File: src/rtl/mux_scan_n_1.sv
// mux_scan_n_1: registered N:1 channel selector with manual and auto-scan modes and a valid/ready output.
// Define MUX_SCAN_TRISTATE_EN to add out_oe and tri-state out while no sample is valid.
module mux_scan_n_1 #(
  parameter int N_CH = 4,
  parameter int W = 1,
  parameter int DWELL = 1,
  localparam int SW = $clog2(N_CH)
) (
  input  logic            clk,
  input  logic            rst_n,
  input  logic [N_CH*W-1:0] in,
  input  logic [SW-1:0]   sel,
  input  logic            sel_load,
  input  logic            mode,
  input  logic            en,
  input  logic            out_ready,
  output logic            out_valid,
  output logic [W-1:0]    out,
  output logic [SW-1:0]   out_ch,
  output logic            sel_err
`ifdef MUX_SCAN_TRISTATE_EN
  ,
  output logic            out_oe
`endif
);
  localparam int DW = DWELL > 1 ? $clog2(DWELL) : 1;
  localparam logic [SW-1:0] PTR_MAX = SW'(N_CH - 1);
  localparam logic [DW-1:0] DWELL_MAX = DW'(DWELL - 1);
  localparam logic [SW:0] N_LIM = (SW + 1)'(N_CH);
  typedef enum logic {MAN, SCAN} state_t;
  state_t state_q, state_d;
  logic [SW-1:0] ptr_q, ptr_d, out_ch_q, out_ch_d, ptr_nxt;
  logic [DW-1:0] dwell_q, dwell_d;
  logic [W-1:0] out_q, out_d;
  logic valid_q, valid_d, sel_err_q, sel_err_d, take, load_ok, adv, last;
  always_comb begin
    take = en & (~valid_q | out_ready);
    load_ok = sel_load & ({1'b0, sel} < N_LIM);
    state_d = mode ? SCAN : MAN;
    sel_err_d = sel_load & ~load_ok;
    out_d = take ? in[ptr_q*W +: W] : out_q;
    out_ch_d = take ? ptr_q : out_ch_q;
    valid_d = take | (valid_q & ~out_ready);
    adv = (state_q == SCAN) & take;
    last = dwell_q == DWELL_MAX;
    ptr_nxt = ptr_q == PTR_MAX ? '0 : ptr_q + 1'b1;
    // dwell stays cleared in MAN, so entering SCAN always starts a fresh dwell
    dwell_d = (load_ok | state_q == MAN) ? '0 : adv ? (last ? '0 : dwell_q + 1'b1) : dwell_q;
    ptr_d = load_ok ? sel : (adv & last) ? ptr_nxt : ptr_q;
  end
  always_ff @(posedge clk) begin
    if (!rst_n) begin
      state_q <= MAN;
      ptr_q <= '0;
      dwell_q <= '0;
      out_q <= '0;
      out_ch_q <= '0;
      valid_q <= 1'b0;
      sel_err_q <= 1'b0;
    end else begin
      state_q <= state_d;
      ptr_q <= ptr_d;
      dwell_q <= dwell_d;
      out_q <= out_d;
      out_ch_q <= out_ch_d;
      valid_q <= valid_d;
      sel_err_q <= sel_err_d;
    end
  end
  assign out_valid = valid_q;
  assign out_ch = out_ch_q;
  assign sel_err = sel_err_q;
`ifdef MUX_SCAN_TRISTATE_EN
  assign out_oe = valid_q;
  assign out = valid_q ? out_q : 'z;
`else
  assign out = valid_q ? out_q : '0;
`endif
endmodule

File: config.mk
export PLATFORM = sky130hd
export DESIGN_NAME = mux_scan_n_1
export DESIGN_NICKNAME = d
export VERILOG_FILES = /design/src/rtl/mux_scan_n_1.sv
export SDC_FILE = /design/constraint.sdc
export NUM_CORES = 1
export LEC_CHECK = 0
export ABC_AREA = 1
export BUFFER_PORTS_ARGS = -buffer_cell sky130_fd_sc_hd__buf_2
export CORE_AREA = 10 10 47 49
export CTS_BUF_LIST = sky130_fd_sc_hd__clkbuf_8
export DETAILED_ROUTE_END_ITERATION = 10
export DIE_AREA = 0 0 57 59
export GPL_TIMING_DRIVEN = 0
export SYNTH_ARGS = -nofsm -noshare
export SYNTH_HDL_FRONTEND = slang
export SYNTH_SLANG_ARGS = --single-unit
export TNS_END_PERCENT = 50
File: constraint.sdc
create_clock -name clk -period 1 [get_ports clk]
set_input_delay 0.2 -clock clk [delete_from_list [all_inputs] [get_ports clk]]
set_output_delay 0.2 -clock clk [all_outputs]
set_load 0.005 [all_outputs]
==> Word level (Yosys, flattened, before mapping) <==
Index checks and enable logic that the tools add are counted.
{ "word_totals": {"reg_bits": 8, "latchBits": 0, "mem_bits_rw": 0, "romBits": 0, "out_inout_bits": 5, "mem_count": 0} }
{ "op_classes": {"add_sub_neg": 2, "multipliers": 0, "n_div": 0, "magnitude_cmp": 0, "eq_ne": 1, "shifts": 1, "mux": 6, "bitwise": 12, "reduce_logical": 2} }
{ "ops": {"columns": ["op", "n"], "rows": [
  ["$mux 2", 3],
  ["$not 1->1", 5],
  ["$and 1x1->1", 4],
  ["$shiftx 4x3->1", 1],
  ["$mux 1", 3],
  ["$or 1x1->1", 3],
  ["$add 2x1->2 const B", 1],
  ["$eq 2x2->1 const B", 1],
  ["$reduce_bool 2->1", 1],
  ["$reduce_or 2->1", 1],
  ["$add 1x1->1 const B", 1]
]} }

==> Longest topological paths before layout <==
Gate-level depths: netlist of run 1.
{ "logic_depth": {"ltp_word": 7, "depth_mapped": 7, "mapped_depth_nobuf": 7} }

==> Least setup slack after synthesis of run 1 <==
Ideal clock, no wire load.
{ "synth_timing": {"path_kind": "register -> register", "start": "register ptr_q[0]", "end": "register ptr_q[1]", "t_arrival_ps": 874, "required_time_ps": 885, "slack_ps": 11, "stages_incl_launch_ff": 6, "synth_period_minus_slack_ps": 989, "cell_sequence": "dfxtp_1 -> ha_1 -> nand2_1 -> nand2_1 -> a21oi_1 -> nor2_1"} }
{ "synth_via": {"elab_chain_cells": 4, "elab_cells_between_ends": 5} }
{ "synth_rtl": {"columns": ["element", "line", "source"], "rows": [
  ["from (decl)", "32", "logic [SW-1:0] ptr_q, ptr_d, out_ch_q, out_ch_d, ptr_nxt;"],
  ["from (signal assigned)", "62", "ptr_q <= ptr_d;"],
  ["$add 2x1->2 / $eq 2x2->1 (equally long branches)", "46", "ptr_nxt = ptr_q == PTR_MAX ? '0 : ptr_q + 1'b1;"],
  ["$mux 2 (*)", "46", null],
  ["$mux 2 (*) (2 in a row)", "49", "ptr_d = load_ok ? sel : (adv & last) ? ptr_nxt : ptr_q;"]
]} }
Every way passes the cells marked *; elsewhere a longest branch is shown, timed or not. The select of a mux whose other input is x is not followed.
A chain may end at the register's enable or synchronous reset.

==> Worst setup path in the final report of run 1 <==
{ "layout_timing": {"start": "register valid_q, in the netlist out_valid", "end": "output out"} }
{ "layout_via": {"elab_chain_cells": 1} }
{ "layout_rtl": {"columns": ["element", "line", "source"], "rows": [
  ["from (decl)", "35", "logic valid_q, valid_d, sel_err_q, sel_err_d, take, load_ok, adv, last;"],
  ["from (signal assigned)", "66", "valid_q <= valid_d;"],
  ["$mux 1", "77", "assign out = valid_q ? out_q : '0;"],
  ["to (decl)", "18", "output logic [W-1:0] out,"]
]} }
Every way passes these cells.

==> PnR_summary.wiki, run 1 <==
{| class="wikitable"
! Metric !! Value
|-
| Clock tree from TritonCTS || yes
|-
| Hold Vio Cnt, Final || 0
|-
| Max Cap Viol || 0
|-
| Global routing's busiest layer || met2
|-
| Final estimated routing congestion in global placement || 0.6861
|-
| Run status || finished clean
|-
| Critical path buffer and inverter count || 2
|-
| Count of standard-cell rows || 14
|-
| Crit share post-route || 93.94%
|-
| Synth Net Count || 74
|-
| CP max stage delay || 330 ps
|-
| First-pass iteration count of the detailed router || 2
|-
| Startpoint class of the critical path || register
|-
| Count of placed standard cells including taps || 92
|-
| Avg WL per Cell || 8.515 µm
|-
| Largest net degree at the start of global routing || 7
|-
| Power density over the cells || 1521 nW/µm²
|-
| DPL Wire Length || 671.1 µm
|-
| Die outline width || 57 µm
|-
| Global-route wire length before repair || 1380 µm
|-
| Fraction of final layout cells sized beyond drive strength 1 || 35.80%
|-
| Synth warnings || 0
|-
| Core region area || 1401 µm²
|-
| Post-route total power || 837.4 µW
|-
| Count of port buffers added during placement || 15
|-
| Max IR drop VDD || 0.9662 mV
|-
| Worst path cell trace || nand2_1 > inv_1 > buf_2
|-
| Met1 Use GR || 4.524%
|-
| Routed vias || 395
|-
| Number of failing setup endpoints in the final timing report || 0
|-
| Count of different cell masters after synthesis || 13
|-
| Flip-flop and latch count after synthesis || 7
|-
| Post-detailed-route DRC marker count || 0
|-
| Required time at the endpoint of the critical path || 800 ps
|-
| Detailed-route vias per instance || 4.072
|-
| Top-level I/O count || 17
|-
| Total clock buffers created by CTS || 3
|-
| Cells after synthesis || 61
|-
| Vias in the first global route || 355
|-
| Leak || 0.0003307 µW
|-
| Maximum level of the CTS H-tree || 1
|-
| Worst setup path class || reg2out
|-
| Clk buf depth || 2
|-
| Final wirelength || 826 µm
|-
| Root buffer selected by CTS || clkbuf_8
|-
| Area after DPL || 475.5 µm²
|-
| Min cycle time layout || 939.4 ps
|-
| Cell Count, Final, Fillers Out || 97
|-
| Share of the yosys chip area belonging to registers || 36.84%
|-
| Area overhead of the layout relative to synthesis || 44.74%
|-
| Endpoint arrival time on the critical path || 740 ps
|-
| Hold Buf Count CTS || 0
|-
| Global route overflow || 0
|-
| Met3 track utilization from global routing || 3.648%
|-
| Largest fanout on the critical path || 3
|-
| Class of the tightest hold or removal check || in2reg
|-
| Endpoint class of the critical path || output port
|-
| Combined area of all synthesized cells || 380.4 µm²
|-
| Number of antenna violations at the first check in global routing || 0
|-
| Iteration-0 DRC count of the detailed router || 1
|-
| Die Height || 59 µm
|-
| Cell family contributing the most delay on the critical path || flip-flops
|-
| Post-route antenna net violation count || 0
|-
| Unrepaired setup endpoints after global routing || false
|-
| Die area || 3363 µm²
|-
| Met2 capacity usage during global routing || 8.992%
|-
| Number of diodes added for antenna fixing || 0
|-
| Slowest-stage cell, CP || dfxtp_2
|-
| Sinks on the clock net || 7
|-
| Clk pin slew, worst setup/hold paths || 40 ps
|-
| Highest achievable clock rate || 1.065 GHz
|-
| Final count of pins violating max slew || 0
|-
| Worst setup skew after layout || 2.976 ps
|-
| Average cell area after synthesis || 6.235 µm²
|-
| Total number of nets in the final design || 95
|-
| Cell area after layout || 550.5 µm²
|-
| Global Route Usage Sum || 5.017%
|-
| Initial Utilization || 27.14%
|-
| Clock network latency to the later pin of the worst-skew pair || 220 ps
|}
repair_timing:
action / in CTS / in global routing
buffers inserted: 1 / 0
resized for setup: 4 / 2
gates cloned: 0 / 0
endpoints found under the setup margin: 2 / 2
worst paths after layout:
path | to | from | cells past startpoint | slack, ps
worst min-delay path | state_q$_SDFF_PN0_ | mode | 3 | 160
worst min register to register | out_ch[0]$_SDFFE_PN0P_ | out_ch[0]$_SDFFE_PN0P_ | 2 | 470
worst max register to register | ptr_q[1]$_SDFFE_PN0P_ | ptr_q[0]$_SDFFE_PN0P_ | 5 | 70
worst max-delay path | out | out_valid$_SDFF_PN0_ | 3 | 60
logic make-up (layout without fill, tap and decap cells):
family          after synthesis  in the layout  share of synthesized area (%)
compound gates                6              6                          7.895
fa+ha+maj                     1              1                          3.289
buf+inv                      16             36                          16.78
flops                         7              7                          36.84
other cells                   1              1                         0.9859
simple gates                 30             30                          34.21
cell usage after synthesis:
master | n | area (µm²)
nand3_2 | 1 | 10.01
inv_2 | 1 | 3.750
inv_1 | 14 | 52.55
ha_1 | 1 | 12.51
o21ai_0 | 2 | 10.01
conb_1 | 1 | 3.750
nand2_2 | 2 | 12.51
nor2_1 | 7 | 26.28
a21oi_1 | 4 | 20.02
buf_4 | 1 | 7.510
dfxtp_1 | 7 | 140.1
nand2_1 | 15 | 56.30
nand3_1 | 5 | 25.02
through the flow:
stage	setup slack [ps]	utilization (%)	TNS (ps)	hold WS [ps]
2_1_floorplan	10.93	-	0	293.5
5_1_grt	7.585	39.29	0	163.0
3_3_place_gp	-44.90	33.93	-44.90	383.8
3_5_place_dp	-64.75	33.93	-72.55	385.7
6_report	60.62	39.29	0	159.9
4_1_cts	20.56	38.93	0	154.4
cells in the final DEF, fill, tap and decap left out:
cell,count
nand2_1,15
conb_1,1
nor2_1,7
nand3_2,1
buf_4,2
a21oi_2,1
o21ai_0,2
inv_1,15
dfxtp_4,1
dfxtp_1,4
inv_2,1
buf_2,15
nand2_2,2
dfxtp_2,2
a21oi_1,3
clkbuf_8,3
ha_4,1
nand3_1,5
state kept, by name, indices dropped and copies added, names as in the netlist:
| register | flops |
|---|---|
| state_q | 1 |
| out_valid | 1 |
| out_q | 1 |
| out_ch | 2 |
| ptr_q | 2 |
power by group:
group          switching [µW]  internal, µW  total, µW
sequential               17.1           304        321
clock                     113           264        377
combinational            71.5          67.5        139
worst min-delay path, cell delays in order:
cell and delay, ps:
buf_2 70, nand2_1 40, inv_1 40
per-layer routing:
| metal | wire [µm] | part of all wire [%] |
|---|---|---|
| met2 | 404 | 49 |
| met5 | 0 | 0 |
| met4 | 0 | 0 |
| met1 | 367 | 44 |
| met3 | 54 | 6.5 |
final cells by class:
type	count	area, µm²
buffer	1	7.507
clock buffer	3	41.29
clock inverter	1	3.754
fill	163	850.8
inverter	15	56.30
multi-input combinational	38	192.7
sequential	7	146.4
tap	16	20.02
timing repair buffer	16	82.58
Note: power is estimated with default switching activity, not from simulation.
==> run 2: changes to the inputs <==
- ABC_AREA: 1 -> default
- SKIP_CTS_REPAIR_TIMING: default -> 1
==> run 2 against run 1 <==
Effect of this change:
- the flow now finishes with violations (setup timing)
- largest power group unchanged
- highest routed layer unchanged
- clock skew decreased by 2.3 ps
- clock power is essentially flat
- core utilization is 0.98 points lower
- synthesized area is 7.9% lower
- final area fell by 2.5%
==> PnR_summary.wiki, run 2 <==
{| class="wikitable"
! Metric !! Value
|-
| Run status || complete, but fails checks
|-
| Violated checks || setup timing
|-
| Global-route wire length before repair || 1428 µm
|-
| Core region area || 1401 µm²
|-
| Post-route antenna net violation count || 0
|-
| Max Cap Viol || 0
|-
| Power density over the cells || 1533 nW/µm²
|-
| Reg-to-reg slack, setup || -110 ps
|-
| Vias in the first global route || 346
|-
| Number of gates on the worst path with buffers counted || 3
|-
| Global route overflow || 0
|-
| Total number of nets in the final design || 71
|-
| Dominant synthesized flop cell || dfxtp_1
|-
| First-pass iteration count of the detailed router || 2
|-
| Final estimated routing congestion in global placement || 0.6492
|-
| Critical hold path startpoint || mode
|-
| R2R Path End || out_q$_SDFFE_PN0P_
|-
| Cell family contributing the most delay on the critical path || multiplexers
|-
| Fraction of synthesis flops using an asynchronous set or reset pin || 0%
|-
| Leading cell type in the layout, fill and taps excluded || buf_2
|-
| Largest net degree at the start of global routing || 7
|-
| Fraction of synthesized cell area taken by the top area cell type || 40.00%
|-
| Required time at the endpoint of the critical path || 1110 ps
|-
| Clk buf depth || 2
|-
| Largest fanout on the critical path || 4
|-
| Leak || 0.0002488 µW
|-
| Number of diodes added for antenna fixing || 0
|-
| Launch instance of the worst register-to-register path || ptr_q[0]$_SDFFE_PN0P_
|-
| Startpoint class of the critical path || register
|-
| Part of the total power dissipated in the clock network || 45.8%
|-
| Highest achievable clock rate || 0.9039 GHz
|-
| Hold Vio Cnt, Final || 0
|-
| Combinational share of power || 15.2%
|-
| Synth warnings || 0
|-
| Cells after synthesis || 37
|-
| CP max stage delay || 500 ps
|-
| Fraction of final layout cells sized beyond drive strength 1 || 56.14%
|-
| Avg WL per Cell || 11.53 µm
|-
| Share of power burned in registers || 38.9%
|-
| Commonest cells after routing, fill and taps aside || 15 x buf_2, 4 x o21ai_0, 4 x dfxtp_1
|-
| Synth Net Count || 50
|-
| Class of the tightest hold or removal check || in2reg
|-
| Clock tree from TritonCTS || yes
|-
| Biggest area contributors in the synthesized netlist || dfxtp_1 40%, mux4_2 6.4%, mux2i_1 5.7%, o21ai_0 5.7%, and2_1 5.4%
|-
| Share of the yosys chip area belonging to registers || 40.00%
|-
| Worst path cell trace || mux4_2 > nand3_2 > a21oi_2
|-
| Count of port buffers added during placement || 15
|-
| Post-detailed-route DRC marker count || 0
|-
| Total clock buffers created by CTS || 3
|-
| Root buffer selected by CTS || clkbuf_8
|-
| Clk pin slew, worst setup/hold paths || 40 ps
|-
| Sinks on the clock net || 7
|-
| Number of fill cells || 151
|-
| Max IR drop VDD || 0.5932 mV
|-
| Global Route Usage Sum || 5.464%
|-
| Final wirelength || 842 µm
|-
| Die outline width || 57 µm
|-
| Post-synth EDFFs || 0
|-
| Count of standard-cell rows || 14
|-
| Min cycle time layout || 1106 ps
|-
| Flip-flop and latch count after synthesis || 7
|-
| Iteration-0 DRC count of the detailed router || 1
|-
| Post-route total power || 822.9 µW
|-
| Unrepaired setup endpoints after global routing || true
|-
| Area overhead of the layout relative to synthesis || 53.21%
|-
| Worst Reg-to-Reg Cells || 3
|-
| Combined area of all synthesized cells || 350.3 µm²
|-
| Number of antenna violations at the first check in global routing || 0
|-
| Die area || 3363 µm²
|-
| Count of different cell masters after synthesis || 19
|-
| Detailed-route vias per instance || 4.233
|-
| Post-Route Hold Slack || 183.5 ps
|-
| Internal power || 638.8 µW
|-
| Top-level I/O count || 17
|-
| Clock network latency to the later pin of the worst-skew pair || 220 ps
|-
| Number of failing setup endpoints in the final timing report || 3
|-
| Final count of pins violating max slew || 0
|-
| Maximum level of the CTS H-tree || 1
|-
| Most frequent cell after synthesis || dfxtp_1
|-
| DPL Wire Length || 652 µm
|-
| Worst Slack Setup Final || -106.3 ps
|-
| Top post-synthesis cells by count || 7 x dfxtp_1, 4 x o21ai_0, 3 x a21oi_1, 3 x and2_1, 3 x nand2_1
|-
| Fraction of power spent switching nets || 22.37%
|-
| Average cell area after synthesis || 9.469 µm²
|-
| Worst setup skew after layout || 0.6816 ps
|-
| Initial Utilization || 25.00%
|-
| Endpoint class of the critical path || register
|-
| Endpoint arrival time on the critical path || 1210 ps
|-
| Destination of the worst hold path || state_q$_SDFF_PN0_
|-
| Die Height || 59 µm
|-
| Hold-critical path depth || 2
|-
| Net switching power || 184.1 µW
|-
| Cell type with the highest aggregate area in the netlist || dfxtp_1
|-
| Slowest-stage cell, CP || mux4_2
|-
| Worst setup path class || reg2reg
|-
| Critical path buffer and inverter count || 0
|-
| Routed vias || 309
|-
| Crit share post-route || 110.6%
|}
[run 2: changes by cell type after synthesis, sizes merged, moves of 2 or more]
cell   change
nand2     -14
o21ai      +2
mux2i      +2
nor2       -7
inv       -13
nand3      -3
and2       +3
[run 2: kinds of logic after synthesis]
group                      Yosys count  share of synthesized area [%]
AOI/OAI and AO/OA                    9                          14.29
buffers and inverters                3                          4.287
muxes                                4                          15.36
DFF                                  7                          40.00
and+or+nand+nor                     12                          21.43
adders and majority gates            1                          3.571
other                                1                          1.070
[run 2: cell type report]
class                           count  area [µm²]  area share [%]
Clock inverter                      1       3.754          0.6993
Buffer                              1       7.507           1.399
Tap cell                           16       20.02           3.730
Timing Repair Buffer               16       82.58           15.38
Inverter                            2       7.507           1.399
Clock buffer                        3       41.29           7.692
Multi-Input combinational cell     27       225.2           41.96
Sequential cell                     7       148.9           27.74
[run 2: metal layers]
metal | track usage [%] | wire [µm]
met1 | 6.954 | 439
met2 | 5.271 | 294
met3 | 4.077 | 108
met4 | 5.034 | 0
met5 | 0 | 0
[run 2: worst max path at each step]
stage,to,slack (ps),start
2_1_floorplan,out_q$_SDFFE_PN0P_,-80,ptr_q[0]$_SDFFE_PN0P_
3_3_place_gp,ptr_q[1]$_SDFFE_PN0P_,-120,ptr_q[1]$_SDFFE_PN0P_
3_5_place_dp,ptr_q[1]$_SDFFE_PN0P_,-160,ptr_q[1]$_SDFFE_PN0P_
4_1_cts,ptr_q[1]$_SDFFE_PN0P_,-170,ptr_q[1]$_SDFFE_PN0P_
5_1_grt,out_q$_SDFFE_PN0P_,-140,ptr_q[0]$_SDFFE_PN0P_
6_report,out_q$_SDFFE_PN0P_,-110,ptr_q[0]$_SDFFE_PN0P_
[run 2: power groups by stage]
stage,Clock (µW),Combinational [µW],Sequential (µW)
after detailed placement,0,105,323
final,377,125,320
after floorplan,0,63.7,319
after global placement,0,103,322
after CTS,392,106,318
after global routing,422,143,323
[run 2: per-stage QoR]
stage / area, µm² / TNS, ps / utilization [%] / setup WS, ps / std cells
3_3_place_gp: 446.7 / -274.9 / 31.87 / -120.5 / 68
4_1_cts: 491.7 / -436.7 / 35.09 / -168.6 / 72
3_5_place_dp: 446.7 / -327.7 / 31.87 / -160.7 / 68
2_1_floorplan: 351.6 / -150.1 / - / -77.23 / 37
6_report: 536.8 / -211.3 / 38.30 / -106.3 / 73
5_1_grt: 536.8 / -361.9 / 38.30 / -142.6 / 73
==> run 3: changes to the inputs <==
- CELL_PAD_IN_SITES_DETAIL_PLACEMENT: default -> 1
- CELL_PAD_IN_SITES_GLOBAL_PLACEMENT: default -> 1
- PLACE_DENSITY_LB_ADDON: default -> 0.1
- REMOVE_ABC_BUFFERS: default -> 1
==> run 3 against run 2 <==
Effect of this change:
- the run still ends with setup timing left
- core utilization up 0.71 points
- via count up 8.7%
- clock skew is essentially flat
- critical path type unchanged
- highest routed layer unchanged
==> PnR_summary.wiki, run 3 (synthesis gave the netlist of run 2 again) <==
{| class="wikitable"
! Metric !! Value
|-
| Initial Utilization || 25.00%
|-
| Worst setup path class || reg2reg
|-
| Root buffer selected by CTS || clkbuf_8
|-
| Post-route antenna net violation count || 0
|-
| Required time at the endpoint of the critical path || 1110 ps
|-
| Leak || 0.0002463 µW
|-
| Combinational share of power || 15.6%
|-
| Clock tree from TritonCTS || yes
|-
| Die Height || 59 µm
|-
| Part of the total power dissipated in the clock network || 45.6%
|-
| Setup total negative slack || -194.1 ps
|-
| Run status || complete, but fails checks
|-
| Fraction of power spent switching nets || 22.71%
|-
| Crit share post-route || 112.5%
|-
| Slowest-stage cell, CP || mux4_2
|-
| Worst Reg-to-Reg Cells || 3
|-
| First-pass iteration count of the detailed router || 1
|-
| Worst setup skew after layout || 0.7001 ps
|-
| Area overhead of the layout relative to synthesis || 56.07%
|-
| Top-level I/O count || 17
|-
| Met1 Use GR || 5.036%
|-
| Core region area || 1401 µm²
|-
| Number of failing setup endpoints in the final timing report || 3
|-
| Clock network latency to the later pin of the worst-skew pair || 220 ps
|-
| Count of placed standard cells including taps || 67
|-
| Reg-to-reg slack, setup || -120 ps
|-
| Worst path cell trace || mux4_2 > nand3_2 > a21oi_2
|-
| Hold Vio Cnt, Final || 0
|-
| Total number of nets in the final design || 70
|-
| Worst Slack Setup Final || -124.8 ps
|-
| Endpoint class of the critical path || register
|-
| Count of port buffers added during placement || 15
|-
| Iteration-0 DRC count of the detailed router || 0
|-
| Highest achievable clock rate || 0.8890 GHz
|-
| Destination of the worst hold path || state_q$_SDFF_PN0_
|-
| Critical hold path startpoint || mode
|-
| Global routing's busiest layer || met2
|-
| Global-route wire length before repair || 1524 µm
|-
| Net switching power || 187.5 µW
|-
| Maximum level of the CTS H-tree || 1
|-
| CP max stage delay || 510 ps
|-
| Class of the tightest hold or removal check || in2reg
|-
| Die outline width || 57 µm
|-
| Avg WL per Cell || 13.47 µm
|-
| Number of diodes added for antenna fixing || 0
|-
| Post-detailed-route DRC marker count || 0
|-
| Commonest cells after routing, fill and taps aside || 14 x buf_2, 4 x dfxtp_1
|-
| Routed vias || 336
|-
| Violated checks || setup timing
|-
| Met3 track utilization from global routing || 4.721%
|-
| Leading cell type in the layout, fill and taps excluded || buf_2
|-
| Die area || 3363 µm²
|-
| R2R Path End || out_q$_SDFFE_PN0P_
|-
| Power density over the cells || 1510 nW/µm²
|-
| Met2 capacity usage during global routing || 9.302%
|-
| Max Cap Viol || 0
|-
| Final count of pins violating max slew || 0
|-
| Startpoint class of the critical path || register
|-
| Global route overflow || 0
|-
| Max IR drop VDD || 0.5125 mV
|-
| Largest net degree at the start of global routing || 7
|-
| Hold-critical path depth || 2
|-
| Global Route Usage Sum || 5.768%
|-
| Vias in the first global route || 385
|-
| Fraction of final layout cells sized beyond drive strength 1 || 55.36%
|-
| Cell Count, Final, Fillers Out || 72
|-
| Clk buf depth || 2
|-
| Launch instance of the worst register-to-register path || ptr_q[0]$_SDFFE_PN0P_
|-
| Unrepaired setup endpoints after global routing || true
|-
| Endpoint arrival time on the critical path || 1230 ps
|-
| Share of power burned in registers || 38.7%
|-
| Detailed-route vias per instance || 4.667
|-
| Number of antenna violations at the first check in global routing || 0
|-
| Clk pin slew, worst setup/hold paths || 40 ps
|-
| Total clock buffers created by CTS || 3
|-
| Sinks on the clock net || 7
|-
| Min cycle time layout || 1125 ps
|-
| Final estimated routing congestion in global placement || 0.6957
|-
| Largest fanout on the critical path || 4
|-
| Internal power || 638.2 µW
|-
| Count of standard-cell rows || 14
|-
| Final wirelength || 970 µm
|}
run 3: changes by cell type in the layout (fill, tap and decap cells not counted), sizes merged:
cell  previous run  this run
buf             17        16
run 3: power by group through the flow:
stage          sequential (µW)  combinational (µW)  clock (µW)
6_report                   320                 129         377
3_3_place_gp               320                 102           0
2_1_floorplan              318                61.3           0
5_1_grt                    325                 144         408
4_1_cts                    318                 108         384
3_5_place_dp               322                 108           0
run 3: metrics by stage:
step                setup slack (ps)  area [µm²]  hold WS [ps]  power, µW  util, %
CTS                           -243.2       483.0         187.9      809.2    34.46
detailed placement            -235.9       437.9         415.1      430.1    31.25
global route                  -154.0       546.8         189.1      876.8    39.02
finish                        -124.8       546.8         187.5      825.6    39.02
floorplan                     -143.5       342.8         321.7      379.2        -
global placement              -212.6       437.9         407.0      422.3    31.25
run 3: final cells by class:
class | count | area [µm²]
Clock buffer | 3 | 41.29
Sequential cell | 7 | 151.4
Multi-Input combinational cell | 27 | 234.0
Fill cell | 172 | 854.6
Timing Repair Buffer | 16 | 88.84
Inverter | 2 | 7.507
Clock inverter | 1 | 3.754
Tap cell | 16 | 20.02
run 3: worst max-delay path by stage:
stage          slack, ps                  start            endpoint
2_1_floorplan       -140  ptr_q[0]$_SDFFE_PN0P_  out_q$_SDFFE_PN0P_
6_report            -120  ptr_q[0]$_SDFFE_PN0P_  out_q$_SDFFE_PN0P_
3_3_place_gp        -210  ptr_q[0]$_SDFFE_PN0P_  out_q$_SDFFE_PN0P_
3_5_place_dp        -240  ptr_q[0]$_SDFFE_PN0P_  out_q$_SDFFE_PN0P_
4_1_cts             -240  ptr_q[0]$_SDFFE_PN0P_  out_q$_SDFFE_PN0P_
5_1_grt             -150  ptr_q[0]$_SDFFE_PN0P_  out_q$_SDFFE_PN0P_
run 3: routing by layer:
metal / vias to the layer above / part of all wire [%]
met3: 0 / 12
li1: 166 / -
met2: 15 / 51
met1: 155 / 37
met5: - / 0
met4: 0 / 0
run 3: worst max-delay path, delay by kind of cell (launching register included):
family,cells,cell delay (ps)
muxes,1,510
DFF,1,370
and+or+nand+nor,1,80
AOI/OAI and AO/OA,1,50
